## config.mk

```make
export PLATFORM = sky130hd
export DESIGN_NAME = uart_tx_arbiter
export DESIGN_NICKNAME = d
export VERILOG_FILES = /design/src/rtl/uart_pkg.sv /design/src/rtl/rr_pick.sv /design/src/rtl/uart_tx_arbiter.sv
export SDC_FILE = /design/constraint.sdc
export NUM_CORES = 1
export LEC_CHECK = 0
export CAP_MARGIN = 20
export CELL_PAD_IN_SITES_DETAIL_PLACEMENT = 0
export CELL_PAD_IN_SITES_GLOBAL_PLACEMENT = 1
export CORE_MARGIN = 1
export CORE_UTILIZATION = 27
export CTS_BUF_LIST = sky130_fd_sc_hd__clkbuf_4 sky130_fd_sc_hd__clkbuf_8 sky130_fd_sc_hd__clkbuf_16
export CTS_CLUSTER_SIZE = 10
export DETAILED_ROUTE_END_ITERATION = 6
export MAX_ROUTING_LAYER = met4
export PLACE_DENSITY = 0.85
export SYNTH_ARGS = -nofsm -noshare
export SYNTH_HDL_FRONTEND = slang
export SYNTH_SLANG_ARGS = --single-unit
```

## constraint.sdc

```tcl
create_clock -name clk -period 4.8 [get_ports clk]
set_input_delay 0.72 -clock clk [delete_from_list [all_inputs] [get_ports clk]]
set_output_delay 0.72 -clock clk [all_outputs]
set_load 0.02 [all_outputs]
```

## src/rtl/uart_pkg.sv

```systemverilog
// Shared definitions for the UART controller family.
package uart_pkg;

    localparam int unsigned UART_DATA_WIDTH = 8;

    typedef enum logic {
        IDLE  = 1'b0,
        GRANT = 1'b1
    } arb_state_t;

    // Index width for an n-entry selector; a single entry still needs one bit.
    function automatic int unsigned idx_width(input int unsigned n);
        return (n > 1) ? $clog2(n) : 1;
    endfunction

endpackage

```

## src/rtl/rr_pick.sv

```systemverilog
// Rotating-priority selector: first asserted request after last_grant, with wrap.
module rr_pick
    import uart_pkg::*;
#(
    parameter  int unsigned N = 4,
    localparam int unsigned W = idx_width(N)
) (
    input  logic [N-1:0] req,
    input  logic [W-1:0] last_grant,
    output logic [W-1:0] pick,
    output logic         any
);

    int unsigned idx;

    always_comb begin
        pick = '0;
        any  = 1'b0;
        idx  = 0;
        for (int unsigned k = 1; k <= N; k++) begin
            idx = (32'(last_grant) + k) % N;
            if (!any && req[W'(idx)]) begin
                any  = 1'b1;
                pick = W'(idx);
            end
        end
    end

endmodule

```

## src/rtl/uart_tx_arbiter.sv

```systemverilog
// Packet-granular round-robin arbiter sharing one uart_tx among N_REQ byte streams.
module uart_tx_arbiter
    import uart_pkg::*;
#(
    parameter  int unsigned N_REQ      = 4,
    parameter  int unsigned DATA_WIDTH = UART_DATA_WIDTH,
    parameter  int unsigned MAX_BURST  = 16,
    localparam int unsigned GW         = idx_width(N_REQ)
) (
    input  logic                             clk,
    input  logic                             rst,
    input  logic [N_REQ-1:0][DATA_WIDTH-1:0] req_data,
    input  logic [N_REQ-1:0]                 req_valid,
    input  logic [N_REQ-1:0]                 req_last,
    output logic [N_REQ-1:0]                 req_ready,
    output logic [DATA_WIDTH-1:0]            tx_data,
    output logic                             tx_valid,
    input  logic                             tx_ready,
    output logic [GW-1:0]                    grant_id,
    output logic                             busy
);

    localparam int unsigned CW = $clog2(MAX_BURST + 1);

    arb_state_t     state_q, state_d;
    logic [GW-1:0]  grant_q, grant_d;
    logic [GW-1:0]  last_q, last_d;
    logic [CW-1:0]  count_q, count_d;
    logic [GW-1:0]  pick;
    logic           pick_any;

    rr_pick #(.N(N_REQ)) u_rr_pick (
        .req        (req_valid),
        .last_grant (last_q),
        .pick       (pick),
        .any        (pick_any)
    );

    always_ff @(posedge clk) begin
        if (rst) begin
            state_q <= IDLE;
            grant_q <= '0;
            last_q  <= GW'(N_REQ - 1);
            count_q <= '0;
        end else begin
            state_q <= state_d;
            grant_q <= grant_d;
            last_q  <= last_d;
            count_q <= count_d;
        end
    end

    // Owner pass-through is gated during reset so nothing leaks while rst is high.
    always_comb begin
        state_d   = state_q;
        grant_d   = grant_q;
        last_d    = last_q;
        count_d   = count_q;
        tx_data   = '0;
        tx_valid  = 1'b0;
        req_ready = '0;
        unique case (state_q)
            IDLE: begin
                if (pick_any) begin
                    grant_d = pick;
                    count_d = '0;
                    state_d = GRANT;
                end
            end
            GRANT: begin
                if (!rst) begin
                    tx_data            = req_data[grant_q];
                    tx_valid           = req_valid[grant_q];
                    req_ready[grant_q] = tx_ready;
                end
                if (req_valid[grant_q] && tx_ready) begin
                    count_d = count_q + CW'(1);
                    if (req_last[grant_q] || (count_q == CW'(MAX_BURST - 1))) begin
                        last_d  = grant_q;
                        state_d = IDLE;
                    end
                end
            end
            default: state_d = IDLE;
        endcase
    end

    assign busy     = (state_q == GRANT);
    assign grant_id = grant_q;

endmodule

```

==> impl_results.md, run 1 <==
- Dpl cells: 200
- Largest net degree at the start of global routing: 20
- Primary FF master, synth: dfxtp_1
- Synth-to-Final Area Change: 65.28%
- Finished Layout Cells: 203
- Least-Margin Pin Slew: 0.8172 ns
- Switch share: 29.64%
- Post-route clock period utilization: 74.39%
- Unique masters post-synth: 38
- Vias per inst: 5.064
- Max-slew violations: 0
- CP max FO: 14
- Minimum clock period: 3.571 ns
- Worst-path cell chain: clkdlybuf4s50_1 -> nor2b_1 -> nand2_1 -> nor3_1 -> clkdlybuf4s50_1
- IO Pins: 59
- Max incr delay on CP: 0.66 ns
- Most frequent cells in the layout: 58 x clkdlybuf4s50_1, 14 x nor2_1, 10 x dfxtp_1, 8 x mux4_2, 8 x and2_1
- H-tree depth: 1
- Crit. End Element: output port
- CTS Buf Count: 3
- Sequential share of power: 37.3%
- Startpoint types: input port
- Max Clk Rate: 280.0 MHz
- Sequential element share of the synthesized area: 21.45%
- Max_slew headroom: 45.45%
- Vias: 1028
- Critical path's top delay family: buffers and inverters
- Highest Signal Layer: met4
- Die ar.: 0.003696 mm^2
- Worst vdd ir: 0.08104 mV
- Max cap viols: 0
- # Post-CTS Setup Buffers: 0
- TritonRoute pass-1 iters: 3
- Met2 wire len: 1346 um
- Status: finished clean
- Initial core utilization: 29.60%
- CP max stage cell: clkdlybuf4s50_1
- Post-detailed-route wirelength per cell: 13.91 um
- Avg Cell Area, Syn: 8.806 um^2
- Layout fillers: 291
- Gate power share: 42.8%
- P_leak: 0.5478 nW
- Die Y: 60.80 um
- Psw: 0.00008047 W
- Pwr per Cell Area: 176.0 mW/mm^2
- Routed wire length: 2823 um
- Async SR Flop Fraction: 0%
- Initial antenna violation count: 0
- CP arrival: 2.85 ns
- Layout cells sized above 1: 10.69%
- FF+latch area: 200.2 um^2
- Worst-path clk slew: 0.06 ns
- Synth Instances: 106
- Post-cts resize count: 0
- Total GRT Usage: 15.49%
- Yosys warnings: 0
- Vias in the first global route: 987
- Setup Crit Path Kind: in2out
- Die width: 60.80 um
- FF+latch count, synth: 10
- Crit-path most repeated cell: clkdlybuf4s50_1
- Worst-Skew Late Latency: 0.25 ns
- Leading cell type in the layout, fill and taps excluded: clkdlybuf4s50_1
- Longest Clk Path Bufs: 2
- TritonCTS Sinks: 10
- Number of buffers added on ports: 58
- Post-synth EDFFs: 0
- Clock Tree Root: clkbuf_4
- Part of the power in the clock network: 19.9%
- DRC Markers: 0
- First-pass GRT wire length: 4181 um
- Final HPWL DP: 2302 um
- GP Congestion: 0.7091
- Setup TNS: 0 ns
- WP buf/inv: 2
- Core Box Area: 0.003153 mm^2
- Unrepaired setup endpoints after global routing: false
- Clock skew: 0.0003869 ns
- CTS Hold Bufs: 0
- Internal power: 0.0001910 W
- Antenna-violating nets left: 0
- Final Net Count: 206
- HP Class: reg2reg
- Antenna fix cells: 0
- Rows: 20
- Netlist area before placement: 933.4 um^2
- GR Overflow Total: 0
- Mapped Nets: 151
- CTS tree: done
- Setup violations, final: 0
- Final number of hold-violating endpoints: 0
- Met1 WL: 1145 um
- Area taken by multi-input logic gates: 669.4 um^2
- Critical Path RT: 4.08 ns
- Routed length on met3: 313 um
- Initial DRC count: 60
[worst register-to-register path: stages, from the launching register on]
cell       delay (ns)
dfxtp_1          0.85
mux2_2           0.44
a2bb2oi_2        0.38
nor2_1           0.18
mux2i_1          0.15
[power by group through the flow]
stage | clock network (W) | logic, W | registers, W
after floorplan | 0 | 0.0000676 | 0.0000954
after global placement | 0 | 0.000115 | 0.000103
after detailed placement | 0 | 0.000117 | 0.000104
after CTS | 0.0000565 | 0.000117 | 0.000102
after global routing | 0.0000612 | 0.000125 | 0.000103
final | 0.0000539 | 0.000116 | 0.000101
[final timing paths]
path	from	endpoint	slack, ns	depth (start not counted)
worst max-delay path	rst	req_ready[0]	1.23	5
worst min-delay path	count_q[4]$_SDFFE_PP0P_	count_q[4]$_SDFFE_PP0P_	0.48	2
worst max register to register	grant_id[0]$_SDFFE_PP0P_	last_q[1]$_SDFFE_PP1P_	2.69	4
worst min register to register	count_q[4]$_SDFFE_PP0P_	count_q[4]$_SDFFE_PP0P_	0.48	2
[state kept, by name, indices dropped and copies added, names as in the netlist]
signal	flops
busy	1
grant_id	2
count_q	5
last_q	2
[area by class of cell]
class,count,area share (%)
clock buffer,3,1.460
sequential,10,12.98
inverter,4,0.9732
tap,44,3.569
timing repair buffer,58,37.63
multi-input combinational,84,43.39
[metrics by stage]
stage	power, W	util, %	area (um^2)	hold WS [ns]	worst slack [ns]
after global placement	0.0002179	48.21	1520	0.4523	1.312
final	0.0002715	48.93	1543	0.4810	1.229
after global routing	0.0002893	48.93	1543	0.5114	1.078
after detailed placement	0.0002208	48.21	1520	0.4781	1.247
after CTS	0.0002757	48.93	1543	0.4867	1.244
after floorplan	0.0001630	-	933.4	0.4479	2.491
[Yosys cell counts (3+ instances only)]
cell type   n  share of area, %
a21oi_1     3               1.6
and2_1      8               5.4
dfxtp_1    10                21
inv_1       4               1.6
mux2i_1     3               3.2
mux4_2      8                19
nand2_1     4               1.6
nand3_1     7               3.8
nor2_1     14               5.6
nor3_1      3               1.6
o21ai_0     3               1.6
or2_2       3               2.0
[cells by family (layout without fill, tap and decap cells)]
| logic type | after synthesis | after routing | synth area share, % |
|---|---|---|---|
| muxes | 13 | 13 | 26.54 |
| and+or+nand+nor | 50 | 50 | 28.28 |
| AOI/OAI and AO/OA | 19 | 19 | 14.21 |
| DFF | 10 | 10 | 21.45 |
| buffers and inverters | 12 | 65 | 6.835 |
| adders and majority gates | 2 | 2 | 2.681 |
[layer usage]
layer	vias to the layer above	GRT usage, %
met2	50	29.51
met4	0	5.844
met5	-	-
li1	500	-
met3	2	1.919
met1	476	16.02
Power figures use the tool's default switching activity.
==> run 2, diff against run 1 <==
--- a/config.mk
+++ b/config.mk
@@ -9,12 +9,12 @@
 export CELL_PAD_IN_SITES_DETAIL_PLACEMENT = 0
 export CELL_PAD_IN_SITES_GLOBAL_PLACEMENT = 1
 export CORE_MARGIN = 1
-export CORE_UTILIZATION = 27
+export CORE_UTILIZATION = 23
 export CTS_BUF_LIST = sky130_fd_sc_hd__clkbuf_4 sky130_fd_sc_hd__clkbuf_8 sky130_fd_sc_hd__clkbuf_16
 export CTS_CLUSTER_SIZE = 10
 export DETAILED_ROUTE_END_ITERATION = 6
 export MAX_ROUTING_LAYER = met4
-export PLACE_DENSITY = 0.85
+export PLACE_DENSITY = 0.77
 export SYNTH_ARGS = -nofsm -noshare
 export SYNTH_HDL_FRONTEND = slang
 export SYNTH_SLANG_ARGS = --single-unit
==> constraint.sdc (replaced) <==
create_clock -name clk -period 3.06 [get_ports clk]
set_input_delay 0.459 -clock clk [delete_from_list [all_inputs] [get_ports clk]]
set_output_delay 0.459 -clock clk [all_outputs]
set_load 0.02 [all_outputs]
==> impl_results.md, run 2 (same netlist as run 1, synthesis figures left out) <==
- Initial core utilization: 24.75% (was 29.60%)
- Antenna-violating nets left: 0 (unchanged)
- Worst vdd ir: 0.1568 mV (was 0.08104 mV)
- Status: finished clean (unchanged)
- Sequential share of power: 29.5% (was 37.3%)
- Crit. End Element: output port (unchanged)
- Post-cts resize count: 0 (unchanged)
- CTS tree: done (unchanged)
- Leading cell type in the layout, fill and taps excluded: clkdlybuf4s50_1 (unchanged)
- Initial antenna violation count: 0 (unchanged)
- H-tree depth: 1 (unchanged)
- TritonRoute pass-1 iters: 5 (was 3)
- Layout fillers: 361 (was 291)
- Switch share: 27.67% (was 29.64%)
- Synth-to-Final Area Change: 73.86% (was 65.28%)
- TritonCTS Sinks: 10 (unchanged)
- Core Box Area: 0.003771 mm^2 (was 0.003153 mm^2)
- Vias per inst: 4.854 (was 5.064)
- Initial DRC count: 38 (was 60)
- GP Congestion: 0.7698 (was 0.7091)
- Reg-to-reg setup timing slack: 1.20 ns (was 2.69 ns)
- Final number of hold-violating endpoints: 0 (unchanged)
- Vias: 1029 (was 1028)
- Layout cells sized above 1: 13.41% (was 10.69%)
- WP buf/inv: 2 (unchanged)
- Max incr delay on CP: 0.55 ns (was 0.66 ns)
- Clock skew: 0.001069 ns (was 0.0003869 ns)
- Gate power share: 37.9% (was 42.8%)
- Unrepaired setup endpoints after global routing: false (unchanged)
- DRC Markers: 0 (unchanged)
- HP Class: reg2reg (unchanged)
- Post-route clock period utilization: 86.26%
- Most frequent cells in the layout: 58 x clkdlybuf4s50_1, 14 x nor2_1, 10 x dfxtp_1, 8 x mux4_2, 8 x and2_1 (unchanged)
- Total GRT Usage: 13.93% (was 15.49%)
- Die Y: 65.71 um (was 60.80 um)
- Routed wire length: 2825 um (was 2823 um)
- Startpoint types: flip-flop (was input port)
- Critical Path RT: 2.60 ns (was 4.08 ns)
- Number of buffers added on ports: 58 (unchanged)
- Max_slew headroom: 56.34% (was 45.45%)
- CTS Hold Bufs: 0 (unchanged)
- Final core occ: 43.03% (was 48.93%)
- Longest Clk Path Bufs: 2 (unchanged)
- IO Pins: 59 (unchanged)
- Top reg by flops: count_q (unchanged)
- Critical path's top delay family: buffers and inverters (unchanged)
- Worst-path cell chain: buf_12 -> mux4_2 -> and2_1 -> clkdlybuf4s50_1 (was clkdlybuf4s50_1 -> nor2b_1 -> nand2_1 -> nor3_1 -> clkdlybuf4s50_1)
- Max cap viols: 0 (unchanged)
- Pwr per Cell Area: 320.8 mW/mm^2 (was 176.0 mW/mm^2)
- P_leak: 0.5867 nW (was 0.5478 nW)
- CP max FO: 10 (was 14)
- Psw: 0.0001441 W (was 0.00008047 W)
- Max-slew violations: 0 (unchanged)
- Die ar.: 0.004317 mm^2 (was 0.003696 mm^2)
- Final Net Count: 210 (was 206)
- Least-Margin Pin Slew: 0.6539 ns (was 0.8172 ns)
- # Post-CTS Setup Buffers: 0 (unchanged)
- Die width: 65.71 um (was 60.80 um)
- Worst-path clk slew: 0.05 ns (was 0.06 ns)
- Setup violations, final: 0 (unchanged)
- Minimum clock period: 2.640 ns
- Rows: 22 (was 20)
- CP max stage cell: dfxtp_1 (was clkdlybuf4s50_1)
- Setup TNS: 0 ns (unchanged)
- CP arrival: 2.18 ns (was 2.85 ns)
- Internal power: 0.0003766 W (was 0.0001910 W)
- Max FFs per register: 5 (unchanged)
- Final HPWL DP: 2312 um (was 2302 um)
- Clock Tree Root: clkbuf_8 (was clkbuf_4)
- GR Overflow Total: 0 (unchanged)
- Vias in the first global route: 957 (was 987)
- CTS Buf Count: 3 (unchanged)
- Max Clk Rate: 378.8 MHz
- Worst-Skew Late Latency: 0.24 ns (was 0.25 ns)
- Post-detailed-route wirelength per cell: 13.33 um (was 13.91 um)
- Largest net degree at the start of global routing: 18 (was 20)
- First-pass GRT wire length: 4422 um (was 4181 um)
- Part of the power in the clock network: 32.5% (was 19.9%)
- Antenna fix cells: 0 (unchanged)
- Setup Crit Path Kind: reg2out (was in2out)
run 2: changes by cell type in the layout (fill, tap and decap cells not counted):
cell and change:
clkbuf_8 +4, buf_4 +3, clkbuf_4 -3, buf_12 +1
run 2: final cells by class:
cell class | instances | area [um^2] | share of cell area, %
tap | 48 | 60.06 | 3.701
sequential | 10 | 200.2 | 12.34
timing repair buffer | 62 | 623.1 | 38.40
inverter | 4 | 15.01 | 0.9252
multi-input combinational | 84 | 669.4 | 41.25
clock buffer | 4 | 55.05 | 3.392
run 2: metrics by stage:
stage	worst slack (ns)	instances	hold slack [ns]	area, um^2	total power [W]
floorplan	1.012	106	0.4479	933.4	0.0002556
global placement	0.4824	208	0.4528	1568	0.0003533
detailed placement	0.4630	208	0.4584	1568	0.0003561
CTS	0.3899	212	0.4654	1623	0.0005244
global route	0.2995	212	0.4806	1623	0.0005467
finish	0.4204	212	0.4655	1623	0.0005206
run 2: power groups by stage:
stage          clock (W)  combinational [W]  sequential, W
6_report        0.000169           0.000197       0.000154
5_1_grt         0.000176           0.000214       0.000156
4_1_cts         0.000170           0.000200       0.000154
3_5_place_dp           0           0.000199       0.000157
3_3_place_gp           0           0.000197       0.000157
2_1_floorplan          0           0.000106       0.000150
run 2: worst reg2reg max path, delay by kind of cell, from the launching register on:
kind / cells / cell delay, ns
simple gates: 2 / 0.46
mux: 1 / 0.16
flops: 1 / 0.73
compound gates: 1 / 0.38
run 2: routing by layer:
metal	vias up	share of wire [%]	GRT usage, %
met2	59	46	23.98
li1	513	-	-
met1	453	41	14.63
met3	4	12	3.472
met5	-	0	-
met4	0	1.3	7.065
run 2: path summary, 6_finish.rpt:
| check | startpoint | endpoint | cells past startpoint |
|---|---|---|---|
| hold reg to reg | count_q[4]$_SDFFE_PP0P_ | count_q[4]$_SDFFE_PP0P_ | 2 |
| hold / removal | count_q[4]$_SDFFE_PP0P_ | count_q[4]$_SDFFE_PP0P_ | 2 |
| setup / recovery | grant_id[0]$_SDFFE_PP0P_ | tx_data[2] | 4 |
| setup reg to reg | grant_id[1]$_SDFFE_PP0P_ | last_q[0]$_SDFFE_PP1P_ | 4 |
